<file path="src/rtl/atanh_approx_4bit_seq.sv">
// Sequential 4-bit atanh approximation: a linear search over a forward tanh table.
// Optional macro ATANH_SAT_EN makes y=15 saturate to Out1=15 without searching.
module atanh_approx_4bit_seq (
  input  logic       clk,
  input  logic       rst_n,
  input  logic [3:0] In,
  input  logic       in_valid,
  output logic       in_ready,
  output logic [3:0] Out1,
  output logic       out_valid,
  input  logic       out_ready,
  output logic       busy
);

  typedef enum logic [1:0] {
    S_IDLE   = 2'd0,
    S_SEARCH = 2'd1,
    S_DONE   = 2'd2
  } state_t;

  state_t     r_state;
  state_t     w_state_nxt;
  logic [3:0] r_y;
  logic [3:0] r_cnt;
  logic [3:0] r_out;
  logic       r_sat;
  logic       r_in_ready;
  logic       r_out_valid;
  logic       r_busy;
  logic       w_accept;
  logic       w_match;
  logic       w_sat_in;

  // Forward table T[x] = round(15*tanh(x/4))
  function automatic logic [3:0] fwd_tab(input logic [3:0] x);
    logic [3:0] t;
    case (x)
      4'd0:    t = 4'd0;
      4'd1:    t = 4'd4;
      4'd2:    t = 4'd7;
      4'd3:    t = 4'd10;
      4'd4:    t = 4'd11;
      4'd5:    t = 4'd13;
      4'd6:    t = 4'd14;
      4'd7:    t = 4'd14;
      4'd8:    t = 4'd14;
      default: t = 4'd15;
    endcase
    return t;
  endfunction

  assign w_accept = (r_state == S_IDLE) && r_in_ready && in_valid;
  assign w_match  = (fwd_tab(r_cnt) >= r_y);

`ifdef ATANH_SAT_EN
  assign w_sat_in = (In == 4'd15);
`else
  assign w_sat_in = 1'b0;
`endif

  // State register
  always_ff @(posedge clk or negedge rst_n) begin
    if (!rst_n) begin
      r_state <= S_IDLE;
    end else begin
      r_state <= w_state_nxt;
    end
  end

  // Next-state logic; a saturating request spends two edges in SEARCH so DONE lands at +2
  always_comb begin
    w_state_nxt = r_state;
    case (r_state)
      S_IDLE: begin
        if (w_accept) begin
          w_state_nxt = S_SEARCH;
        end else begin
          w_state_nxt = S_IDLE;
        end
      end
      S_SEARCH: begin
        if (r_sat) begin
          if (r_cnt == 4'd1) begin
            w_state_nxt = S_DONE;
          end else begin
            w_state_nxt = S_SEARCH;
          end
        end else if (w_match) begin
          w_state_nxt = S_DONE;
        end else begin
          w_state_nxt = S_SEARCH;
        end
      end
      S_DONE: begin
        if (out_ready) begin
          w_state_nxt = S_IDLE;
        end else begin
          w_state_nxt = S_DONE;
        end
      end
      default: w_state_nxt = S_IDLE;
    endcase
  end

  // Datapath and registered status flags (flags follow the next state)
  always_ff @(posedge clk or negedge rst_n) begin
    if (!rst_n) begin
      r_y         <= 4'd0;
      r_cnt       <= 4'd0;
      r_out       <= 4'd0;
      r_sat       <= 1'b0;
      r_in_ready  <= 1'b0;
      r_out_valid <= 1'b0;
      r_busy      <= 1'b0;
    end else begin
      r_in_ready  <= (w_state_nxt == S_IDLE);
      r_out_valid <= (w_state_nxt == S_DONE);
      r_busy      <= (w_state_nxt == S_SEARCH);
      case (r_state)
        S_IDLE: begin
          if (w_accept) begin
            r_y   <= In;
            r_cnt <= 4'd0;
            r_sat <= w_sat_in;
            if (w_sat_in) begin
              r_out <= 4'd15;
            end
          end
        end
        S_SEARCH: begin
          // T[9]=15 always matches, so r_cnt stops at 9 in a normal search
          if (r_sat) begin
            r_cnt <= r_cnt + 4'd1;
          end else if (w_match) begin
            r_out <= r_cnt;
          end else begin
            r_cnt <= r_cnt + 4'd1;
          end
        end
        S_DONE: begin
          r_out <= r_out;
        end
        default: begin
          r_cnt <= 4'd0;
        end
      endcase
    end
  end

  assign in_ready  = r_in_ready;
  assign out_valid = r_out_valid;
  assign busy      = r_busy;
  assign Out1      = r_out;

endmodule

</file>
<file path="config.mk">
export PLATFORM = sky130hd
export DESIGN_NAME = atanh_approx_4bit_seq
export DESIGN_NICKNAME = d
export VERILOG_FILES = /design/src/rtl/atanh_approx_4bit_seq.sv
export SDC_FILE = /design/constraint.sdc
export NUM_CORES = 1
export LEC_CHECK = 0
export ABC_AREA = 1
export CAP_MARGIN = 20
export CORE_UTILIZATION = 40
export DETAILED_ROUTE_END_ITERATION = 12
export DONT_BUFFER_PORTS = 1
export PLACE_DENSITY = 0.6
export RECOVER_POWER = 100
export SLEW_MARGIN = 10
export SYNTH_ARGS = -nofsm -noshare
export SYNTH_HDL_FRONTEND = slang
export SYNTH_SLANG_ARGS = --single-unit
</file>
<file path="constraint.sdc">
create_clock -name clk -period 5.8 [get_ports clk]
set_clock_uncertainty 0.15 [all_clocks]
set_input_delay 0.58 -clock clk [delete_from_list [all_inputs] [get_ports clk]]
set_output_delay 0.58 -clock clk [all_outputs]
set_load 0.02 [all_outputs]
</file>
After elaboration in Yosys (flattened, before gate mapping)
Memory sizes are Yosys's and may differ from the RTL's.
Index checks and enable logic that the tools add are counted.
- flip-flop bits (word level): 17
- bits in read-only memories: 64
- input bits: 8
- output and inout port bits: 7
- logic and storage cells: 31
- memories: 1
- add/sub/neg operators: 1
- magnitude comparators: 1
- eq/ne operators: 6
- mux-type cells: 7
- bitwise operators: 1
- reductions and logical operators: 7
- memory list (name ; depth ; bits a word ; rd ports ; clocked after memory_dff ; wr ports ; RTL line ; RTL):
    (name not given) ; 16 ; 4 ; 1 ; 0 ; 0 ; 37 ; case (x)
- operators by type and width (cell ; number):
    4-bit one-hot mux with 3 select lines ; 1
    4-bit two-way mux ; 2
    2-bit one-hot mux with 3 select lines ; 1
    4-bit by 1-bit adder with 4-bit output, second input constant ; 1
    2-bit by 1-bit equality test with 1-bit output, second input constant ; 2
    2-bit equality test, second input constant ; 2
    4-bit >= comparator ; 1
    2-bit logical NOT ; 2
    2-bit two-way mux ; 2
    2-bit != test, second input constant ; 2
    2-bit AND reduction ; 2
    3-bit AND reduction ; 1
    1-bit logical AND ; 2
    1-bit two-way mux ; 1
    1-bit inverter ; 1

Depth between registers and ports, before layout
Gate-level depths: netlist of run 1.
- word-level depth: 6
- depth in mapped cells: 15
- mapped depth without buffers: 15

Worst setup path after synthesis of run 1
OpenSTA, ideal clock, no wires.
- path type: register to register
- start: register r_cnt[0]
- end: register r_out_valid (netlist: out_valid)
- setup time: 0.126 ns
- arrival: 1.836 ns
- setup slack: 3.688 ns
- stages on the path, launching flop included: 13
- path buffers: 1
- cell sequence: dfrtp_1 inv_1 ha_1 a21oi_1 o21ai_0 ha_1 nand2_1 inv_1 nand2_1 nand3_2 nand2_4 buf_12 o21ai_0
- word-level cells in the longest chain between the ends: 5
- ends and longest elaborated chain (element ; RTL line ; RTL):
    start, declared ; 24 ; logic [3:0] r_cnt;
    start signal, assigned ; 133 ; r_cnt <= r_cnt + 4'd1;
    start signal, assigned ; 137 ; r_cnt <= r_cnt + 4'd1;
    memory 16 x 4 bit ; - ;
    4-bit >= comparator ; 53 ; assign w_match = (fwd_tab(r_cnt) >= r_y);
    2-bit two-way mux ; 88 ; end else if (w_match) begin
    2-bit one-hot mux with 3 select lines ; 73 ; case (r_state)
    2-bit equality test ; 117 ; r_out_valid <= (w_state_nxt == S_DONE);
    end signal, assigned ; 117 ;
    end, declared ; 28 ; logic r_out_valid;
Every way passes these cells.
A chain may end at the register's enable or synchronous reset.

Final worst setup path of run 1
- start: register r_cnt[0]
- end: register r_cnt[3]
- word-level cells in the longest chain between the ends: 4
- elaborated cells on any way between the ends: 7
- classes of those cells: add/sub (1); order compare (1); eq/ne (1); mux (2); reduce/logical (1); memory (1)
- ends and longest elaborated chain (element ; RTL line):
    memory 16 x 4 bit ; -
    4-bit >= comparator ; 53
    2-bit != test (no line) ; -
    3-bit AND reduction (no line) ; -
Several ways; a longest one is shown, not always the timed one. The select of a mux whose other input is x is not followed.

==> run summary, run 1 <==
Fillers: 247
Synth area leaders: dfrtp_1 44%, ha_1 12%, nand2_1 8.1%
Ys Warns: 0
Pwr per Cell Area: 488.3 nW/um2
Final period util: 0.4616
Pint: 0.0002621 W
Distinct cells, synth: 22
Comb power frac: 0.432
Largest net degree at the start of global routing: 18
DP Worst Slack: 3401 ps
WS Path Type: flip-flop to flip-flop
ANT nets after route: 0
Cell leakage power: 0.4997 nW
Wire per inst: 11.40 um
Die height: 51.24 um
Initial Utilization: 0.4301
Number of diodes: 0
Type of element capturing the critical path: flip-flop
Max Slew Vio Count: 0
Hold/Removal Path Class: input port to flip-flop
I/O Buffers: 0
GRT overflow: 0
Register area: 425.4 um2
Ys async rst share: 1.000
WP data arrival: 2730 ps
CTS max path bufs: 2
Sw frac: 0.4529
Final WS setup: 3123 ps
Status: finished, final reports clean
VDD IR max: 279.4 uV
DP Wirelength: 1.146 mm
EDFF count, synth: 0
Clk network pwr share: 0.139
CTS Sinks: 17
Synth area leader: dfrtp_1
Synthesized area per cell: 9.235 um2
Setup crit start kind: flip-flop
DR pass1 iterations: 4
Most common cell in the synthesized netlist: nand2_1
Design Area, Final: 980.9 um2
Relative max-transition margin: 0.4981
Postcts setup bufs: 0
Root cell of the clock tree: clkbuf_4
CTS tree: built
GRT Resource Usage Total: 0.1388
DP Area: 984.7 um2
P&R area growth vs syn: 1.161%
WHS Path Cells: 1
Measured slew at the worst slew-check pin: 750.3 ps
Nets: 127
Finish-stage setup viols: 0
Die Wd: 51.24 um
Crit path max fanout: 15
Clock buffers created by TritonCTS: 3
Fin util: 0.4351
Die Area: 2625 um2
NetSw: 0.0002169 W
Clock latency on the worst-skew pair: 300 ps
Critical Path RT: 5860 ps
Sequential share of power: 0.429
Vias in the first global route: 645
Clk pin slew, worst setup/hold paths: 110 ps
Yosys top cell area share: 0.4387
DRC: 0
Core area: 2255 um2
Routed WL: 1.562 mm
RSZ-0062 raised after global routing: false
Seq/Total Area, Yosys: 0.4387
Reg2Reg Depth: 13
Iter 0 DRT Violations: 14
#FFs+latches synth: 17
First-pass GRT wire length: 2.649 mm
Multi-input combinational cell area: 424.2 um2
Net Count, Synth: 122
Flop-to-flop setup slack: 3120 ps
Vias per cell: 4.876
H-tree Lvls: 1
Max-Cap Viols: 0
Top post-synthesis cells by count: 21 x nand2_1, 17 x dfrtp_1, 13 x inv_1
F_max: 373.5 MHz
RePlAce Congestion: 0.7882
Synth Cell Area: 969.7 um2
IO Pins: 15
Cell count after synthesis: 105
Final number of hold-violating endpoints: 0
Initial antenna violation count: 0
Final setup TNS: 0 ps
Period minus WS final: 2677 ps
Main flop type after synthesis: dfrtp_1
Layout cells sized above 1: 0.1101
Vias: 668
FP Rows: 17
-- layer usage --
| metal | vias up | track usage | part of all wire | wire length [um] |
|---|---|---|---|---|
| met4 | 0 | 0.04054 | 0.0077 | 12 |
| met2 | 16 | 0.2171 | 0.43 | 679 |
| met5 | - | 0 | 0 | 0 |
| met3 | 2 | 0.06548 | 0.062 | 97 |
| li1 | 343 | - | - | - |
| met1 | 307 | 0.1691 | 0.49 | 772 |
-- stage by stage --
stage	cells	total power (W)	hold slack, ps
4_1_cts	137	0.0005184	220.1
6_report	137	0.0004790	228.9
3_5_place_dp	132	0.0004461	134.8
2_1_floorplan	105	0.0004177	134.4
5_1_grt	137	0.0005357	221.0
3_3_place_gp	132	0.0004409	134.8
-- registers in the layout, indices dropped and copies added, names as in the netlist --
signal,count
r_y,4
busy,1
r_cnt,4
in_ready,1
r_state,2
out_valid,1
Out1,4
-- critical path: stages (launching register included) --
cell and delay [ps]:
dfrtp_1 460, inv_1 110, ha_1 310, a21oi_1 140
o21ai_0 100, ha_1 300, nand2_1 70, inv_1 40
nand2_1 50, nand3_1 90, nand2_1 420, nand2_1 190
nand2_1 100, nand2_1 50
-- final cells by class --
class | instances | area share
Clock buffer | 3 | 0.02296
Clock inverter | 1 | 0.007653
Inverter | 15 | 0.05740
Multi-Input combinational cell | 72 | 0.4324
Sequential cell | 17 | 0.4337
Tap cell | 28 | 0.03571
Timing Repair Buffer | 1 | 0.01020
-- timing repair --
| item | 4_1_cts | 5_1_grt |
|---|---|---|
| resized for setup | 0 | 0 |
| endpoints found under the hold margin | 17 | 0 |
| hold buffers | 1 | 0 |
-- logic make-up (layout without fill, tap and decap cells) --
group / count (synthesis) / after routing / share of synthesized area
compound gates: 18 / 18 / 0.1161
fa+ha+maj: 9 / 9 / 0.1161
buf+inv: 16 / 20 / 0.07871
flops: 17 / 17 / 0.4387
mux: 1 / 1 / 0.01548
simple gates: 44 / 44 / 0.2349
-- power groups by stage --
stage / Sequential [W] / Combinational, W / Clock (W)
floorplan: 0.000204 / 0.000213 / 0
global placement: 0.000211 / 0.000230 / 0
detailed placement: 0.000211 / 0.000235 / 0
CTS: 0.000208 / 0.000240 / 0.0000703
global route: 0.000212 / 0.000248 / 0.0000754
finish: 0.000206 / 0.000207 / 0.0000664
-- path summary, 6_finish.rpt --
kind,from,end
max in group asynchronous,rst_n,r_y[2]$_DFFE_PN0P_
min in group asynchronous,rst_n,r_cnt[1]$_DFFE_PN0P_
max,r_cnt[0]$_DFFE_PN0P_,r_cnt[3]$_DFFE_PN0P_
min reg2reg,r_y[0]$_DFFE_PN0P_,r_y[0]$_DFFE_PN0P_
min,out_ready,out_valid$_DFF_PN0_
max reg2reg,r_cnt[0]$_DFFE_PN0P_,r_cnt[3]$_DFFE_PN0P_
-- layout by cell type, fill, tap and decap left out, drive strengths merged --
cell          n
nand2        24
dfrtp        17
inv          14
o21ai        12
nor2         11
ha            9
nand3         8
a21oi         6
clkbuf        3
clkinv        1
nand4         1
mux2          1
clkinvlp      1
dlygate4sd3   1
Note: power is estimated with default switching activity, not from simulation.
==> run 2, diff against run 1 <==
==> constraint.sdc (replaced) <==
create_clock -name clk -period 2.5 [get_ports clk]
set_clock_uncertainty 0.15 [all_clocks]
set_input_delay 0.25 -clock clk [delete_from_list [all_inputs] [get_ports clk]]
set_output_delay 0.25 -clock clk [all_outputs]
set_load 0.02 [all_outputs]
==> run summary, run 2 (synthesis results as in run 1) <==
Status: finished, final reports clean (unchanged)
H-tree Lvls: 1 (unchanged)
Number of diodes: 0 (unchanged)
Clock buffers created by TritonCTS: 3 (unchanged)
Hold/Removal Path Class: input port to flip-flop (unchanged)
Vias: 694 (was 668)
Initial Utilization: 0.4301 (unchanged)
DP Wirelength: 1.235 mm (was 1.146 mm)
GRT overflow: 0 (unchanged)
Multi-input combinational cell area: 447.9 um2 (was 424.2 um2)
Hold_buf cts: 6 (was 1)
DP Area: 1007 um2 (was 984.7 um2)
Worst hold slack: 243.2 ps (was 228.9 ps)
Die height: 51.24 um (unchanged)
Final number of hold-violating endpoints: 0 (unchanged)
Die Wd: 51.24 um (unchanged)
RSZ-0062 raised after global routing: false (unchanged)
Post-layout power: 0.001179 W (was 0.0004790 W)
Most frequent cells in the layout: 21 x nand2_1, 17 x dfrtp_1, 13 x inv_1 (was 22 x nand2_1, 17 x dfrtp_1, 13 x inv_1)
I/O Buffers: 0 (unchanged)
Critical Path RT: 2570 ps (was 5860 ps)
Clk pin slew, worst setup/hold paths: 100 ps (was 110 ps)
Max-Cap Viols: 0 (unchanged)
Type of element capturing the critical path: flip-flop (unchanged)
ANT nets after route: 0 (unchanged)
Commonest non-fill, non-tap cell in the layout: nand2_1 (unchanged)
Root cell of the clock tree: clkbuf_4 (unchanged)
Vias in the first global route: 684 (was 645)
F_max: 444.0 MHz (was 373.5 MHz)
Register area: 425.4 um2 (unchanged)
Worst Hold Launch: in_valid (was out_ready)
Routed WL: 1.655 mm (was 1.562 mm)
Wire per inst: 11.41 um (was 11.40 um)
Worst r2r dst: Out1[1]$_DFFE_PN0P_ (was r_cnt[3]$_DFFE_PN0P_)
Crit path max fanout: 12 (was 15)
DRC: 0 (unchanged)
Vias per cell: 4.786 (was 4.876)
Measured slew at the worst slew-check pin: 780.6 ps (was 750.3 ps)
First-pass GRT wire length: 2.967 mm (was 2.649 mm)
Die Area: 2625 um2 (unchanged)
Largest net degree at the start of global routing: 18 (unchanged)
# placed instances: 135 (was 132)
Flop-to-flop setup slack: 250 ps (was 3120 ps)
Period minus WS final: 2252 ps (was 2677 ps)
Iter 0 DRT Violations: 5 (was 14)
GRT Resource Usage Total: 0.1578 (was 0.1388)
CP startpoint: r_cnt[0]$_DFFE_PN0P_ (unchanged)
Worst hold path endpoint: r_y[2]$_DFFE_PN0P_ (was out_valid$_DFF_PN0_)
Max Slew Vio Count: 0 (unchanged)
Pwr per Cell Area: 1101 nW/um2 (was 488.3 nW/um2)
Postcts setup bufs: 0 (unchanged)
IO Pins: 15 (unchanged)
RePlAce Congestion: 0.7905 (was 0.7882)
Final period util: 0.9009 (was 0.4616)
Fillers: 239 (was 247)
CTS Sinks: 17 (unchanged)
Core area: 2255 um2 (unchanged)
VDD IR max: 491.1 uV (was 279.4 uV)
Cell leakage power: 0.5562 nW (was 0.4997 nW)
P&R area growth vs syn: 10.45% (was 1.161%)
WP data arrival: 2320 ps (was 2730 ps)
Cts repair resizes: 0 (unchanged)
Relative max-transition margin: 0.4779 (was 0.4981)
Nets: 135 (was 127)
Final Non-Filler Cells: 145 (was 137)
Layout cells sized above 1: 0.1624 (was 0.1101)
Final setup TNS: 0 ps (unchanged)
Finish-stage setup viols: 0 (unchanged)
Critical R2R Launch: r_cnt[0]$_DFFE_PN0P_ (unchanged)
DR pass1 iterations: 2 (was 4)
Setup crit start kind: flip-flop (unchanged)
WS Path Type: flip-flop to flip-flop (unchanged)
CTS max path bufs: 2 (unchanged)
Reg2Reg Depth: 13 (unchanged)
WHS Path Cells: 2 (was 1)
CTS tree: built (unchanged)
Clock latency on the worst-skew pair: 290 ps (was 300 ps)
Initial antenna violation count: 0 (unchanged)
Design Area, Final: 1071 um2 (was 980.9 um2)
FP Rows: 17 (unchanged)
## run 2: changes by cell type in the layout (fill, tap and decap cells not counted), sizes merged
cell | previous run | this run
clkinvlp | 1 | 0
clkbuf | 3 | 5
buf | 0 | 2
dlygate4sd3 | 1 | 6
## run 2: metrics by stage
stage	util	setup WS (ps)
2_1_floorplan	-	388.0
3_5_place_dp	0.4467	266.8
5_1_grt	0.4750	28.47
3_3_place_gp	0.4467	306.2
6_report	0.4750	247.6
4_1_cts	0.4850	244.1
## run 2: worst max-delay path by stage
| stage | slack [ps] | to |
|---|---|---|
| after floorplan | 390 | out_valid$_DFF_PN0_ |
| after global placement | 310 | Out1[0]$_DFFE_PN0P_ |
| after detailed placement | 270 | Out1[1]$_DFFE_PN0P_ |
| after CTS | 240 | Out1[1]$_DFFE_PN0P_ |
| after global routing | 30 | Out1[0]$_DFFE_PN0P_ |
| final | 250 | Out1[1]$_DFFE_PN0P_ |
## run 2: metal layers
| metal | vias to the layer above | track usage | wire (um) |
|---|---|---|---|
| li1 | 363 | - | - |
| met1 | 317 | 0.2019 | 812 |
| met2 | 10 | 0.2412 | 742 |
| met3 | 4 | 0.02679 | 55 |
| met4 | 0 | 0.1081 | 44 |
| met5 | - | 0 | 0 |
## run 2: area by class of cell
| type | count | share of cell area |
|---|---|---|
| multi-input cells | 72 | 0.4182 |
| inverters | 15 | 0.05257 |
| well taps | 28 | 0.03271 |
| repair buffers | 9 | 0.07477 |
| flip-flops and latches | 17 | 0.3972 |
| clock buffers | 4 | 0.02453 |
## run 2: report_power, final
part           internal (W)  switching [W]  leakage, nW  total (W)
registers          0.000371      0.0000935        0.215   0.000464
logic              0.000213       0.000353        0.326   0.000565
clock network     0.0000620      0.0000877       0.0150   0.000150
total              0.000645       0.000534        0.556    0.00118
## run 2: critical path, cell delays in order, from the launching register on
cell,delay [ps]
dfrtp_1,390
inv_1,120
ha_1,260
a21oi_1,130
o21ai_0,90
ha_1,300
nand2_1,70
inv_1,40
nand2_1,70
nand3_2,100
nand2_4,160
clkbuf_2,180
nand2_1,70
o21ai_2,60
==> run 3, diff against run 2 <==
--- a/config.mk
+++ b/config.mk
@@ -7,10 +7,11 @@
 export LEC_CHECK = 0
 export ABC_AREA = 1
 export CAP_MARGIN = 20
-export CORE_UTILIZATION = 40
+export CORE_UTILIZATION = 35
 export DETAILED_ROUTE_END_ITERATION = 12
 export DONT_BUFFER_PORTS = 1
-export PLACE_DENSITY = 0.6
+export MAX_ROUTING_LAYER = met4
+export PLACE_DENSITY = 0.55
 export RECOVER_POWER = 100
 export SLEW_MARGIN = 10
 export SYNTH_ARGS = -nofsm -noshare
==> run summary, run 3 (synthesis results as in run 1) <==
DR pass1 iterations: 4 (was 2)
IO Pins: 15 (unchanged)
Critical path cell sequence: inv_1 > ha_1 > a21oi_1 > o21ai_0 > ha_1 > nand2_1 > inv_1 > nand2_1 > nand3_2 > nand2_4 > buf_4 > nand2_1 > o21ai_2 (was inv_1 > ha_1 > a21oi_1 > o21ai_0 > ha_1 > nand2_1 > inv_1 > nand2_1 > nand3_2 > nand2_4 > clkbuf_2 > nand2_1 > o21ai_2)
Comb power frac: 0.478 (was 0.479)
Register area: 427.9 um2 (was 425.4 um2)
Clock latency on the worst-skew pair: 290 ps (about the same)
Die Wd: 54.64 um (was 51.24 um)
Setup crit start kind: flip-flop (unchanged)
Commonest non-fill, non-tap cell in the layout: nand2_1 (unchanged)
Most used cell, CP: nand2_1 (unchanged)
Hold/Removal Path Class: input port to flip-flop (unchanged)
Crit path max fanout: 9 (was 12)
P&R area growth vs syn: 11.74% (was 10.45%)
Sequential share of power: 0.401 (was 0.394)
Final Non-Filler Cells: 147 (was 145)
Final setup TNS: 0 ps (unchanged)
Slowest Stage Delay on Critical Path: 460 ps (was 390 ps)
Multi-input combinational cell area: 451.7 um2 (was 447.9 um2)
Post-layout power: 0.001202 W (was 0.001179 W)
Fillers: 257 (was 239)
Pint: 0.0006579 W (was 0.0006455 W)
I/O Buffers: 0 (unchanged)
WP data arrival: 2360 ps (was 2320 ps)
Vias in the first global route: 648 (was 684)
Finish-stage setup viols: 0 (unchanged)
Root cell of the clock tree: clkbuf_4 (unchanged)
VDD IR max: 552.3 uV (was 491.1 uV)
Clk network pwr share: 0.121 (was 0.127)
Period minus WS final: 2295 ps (was 2252 ps)
Vias: 683 (was 694)
Largest net degree at the start of global routing: 18 (unchanged)
Clock buffers created by TritonCTS: 3 (unchanged)
GRT Resource Usage Total: 0.1385 (was 0.1578)
CTS Sinks: 17 (unchanged)
Die Area: 2985 um2 (was 2625 um2)
Status: finished, final reports clean (unchanged)
Nets: 135 (unchanged)
WHS Path Cells: 2 (unchanged)
Final number of hold-violating endpoints: 0 (unchanged)
Layout cells sized above 1: 0.1966 (was 0.1624)
FP Rows: 18 (was 17)
ANT nets after route: 0 (unchanged)
Iter 0 DRT Violations: 9 (was 5)
Max Slew Vio Count: 0 (unchanged)
Max-Cap Viols: 0 (unchanged)
Slowest CP cell: dfrtp_2 (was dfrtp_1)
Measured slew at the worst slew-check pin: 752.4 ps (was 780.6 ps)
WS Path Type: flip-flop to flip-flop (unchanged)
Critical Path RT: 2570 ps (about the same)
NetSw: 0.0005437 W (was 0.0005338 W)
Die height: 54.64 um (was 51.24 um)
F_max: 435.8 MHz (was 444.0 MHz)
Type of element capturing the critical path: flip-flop (unchanged)
Pwr per Cell Area: 1109 nW/um2 (was 1101 nW/um2)
RSZ-0062 raised after global routing: false (unchanged)
Initial Utilization: 0.3810 (was 0.4301)
Most frequent cells in the layout: 21 x nand2_1, 15 x dfrtp_1, 13 x inv_1 (was 21 x nand2_1, 17 x dfrtp_1, 13 x inv_1)
CTS max path bufs: 2 (unchanged)
Sw frac: 0.4525 (was 0.4526)
# placed instances: 135 (unchanged)
Relative max-transition margin: 0.4968 (was 0.4779)
First-pass GRT wire length: 2.794 mm (was 2.967 mm)
H-tree Lvls: 1 (unchanged)
CTS tree: built (unchanged)
Wire per inst: 11.39 um (was 11.41 um)
DP Wirelength: 1.225 mm (was 1.235 mm)
RePlAce Congestion: 0.7587 (was 0.7905)
Routed WL: 1.675 mm (was 1.655 mm)
Number of diodes: 0 (unchanged)
Cell leakage power: 0.5560 nW (was 0.5562 nW)
Core area: 2545 um2 (was 2255 um2)
Reg2Reg Depth: 13 (unchanged)
Clk pin slew, worst setup/hold paths: 100 ps (about the same)
Vias per cell: 4.646 (was 4.786)
DRC: 0 (unchanged)
GRT overflow: 0 (unchanged)
Final period util: 0.9179 (was 0.9009)
Initial antenna violation count: 0 (unchanged)
## run 3: cell count changes in the layout (fill, tap and decap cells not counted)
cell / delta
buf_4: +1
clkbuf_1: -1
clkbuf_2: -1
clkinv_2: +1
dfrtp_1: -2
dfrtp_2: +2
o21ai_0: -1
o21ai_2: +1
## run 3: final cells by class
class | count | area share
Clock buffer | 3 | 0.02079
Clock inverter | 1 | 0.004619
Inverter | 15 | 0.05196
Multi-Input combinational cell | 72 | 0.4169
Sequential cell | 17 | 0.3949
Tap cell | 30 | 0.03464
Timing Repair Buffer | 9 | 0.07621
## run 3: what timing repair did
action / 4_1_cts / 5_1_grt
hold buffers: 6 / 0
endpoints found under the hold margin: 24 / 0
setup buffers: 0 / 2
resized for setup: 0 / 2
endpoints found under the setup margin: 0 / 7
## run 3: stage by stage
| stage | utilization | setup WS, ps | hold WS [ps] | area [um2] |
|---|---|---|---|---|
| floorplan | - | 388.0 | -195.6 | 969.7 |
| global placement | 0.3909 | 194.9 | -195.2 | 994.7 |
| detailed placement | 0.3909 | 151.8 | -195.2 | 994.7 |
| CTS | 0.4253 | 124.2 | 37.20 | 1082 |
| global route | 0.4258 | 18.34 | 303.1 | 1084 |
| finish | 0.4258 | 205.3 | 263.0 | 1084 |
## run 3: path summary, 6_finish.rpt
kind                                       from                   end  slack (ps)
min                                    in_valid    r_y[3]$_DFFE_PN0P_         260
min reg2reg                r_cnt[2]$_DFFE_PN0P_  r_cnt[2]$_DFFE_PN0P_         370
max in group asynchronous                 rst_n  r_cnt[0]$_DFFE_PN0P_        1370
max                        r_cnt[1]$_DFFE_PN0P_   Out1[1]$_DFFE_PN0P_         210
max reg2reg                r_cnt[1]$_DFFE_PN0P_   Out1[1]$_DFFE_PN0P_         210
min in group asynchronous                 rst_n        busy$_DFF_PN0_         310
## run 3: power by group through the flow
| stage | combinational (W) | clock (W) | sequential, W |
|---|---|---|---|
| after floorplan | 0.000495 | 0 | 0.000474 |
| after global placement | 0.000551 | 0 | 0.000489 |
| after detailed placement | 0.000560 | 0 | 0.000492 |
| after CTS | 0.000576 | 0.000159 | 0.000486 |
| after global routing | 0.000663 | 0.000168 | 0.000494 |
| final | 0.000574 | 0.000146 | 0.000482 |
## run 3: per-layer routing
| layer | global-route usage | vias to the layer above | routed length [um] |
|---|---|---|---|
| li1 | - | 366 | - |
| met1 | 0.1729 | 303 | 822 |
| met2 | 0.2088 | 12 | 778 |
| met3 | 0.02500 | 2 | 56 |
| met4 | 0.07692 | 0 | 19 |
| met5 | - | - | 0 |
## run 3: worst max-delay path, delay by kind of cell, from the launching register on
kind / cells / cell delay [ps]
adders and majority gates: 2 / 550
DFF: 1 / 460
and+or+nand+nor: 5 / 450
buffers and inverters: 3 / 330
AOI/OAI and AO/OA: 3 / 290
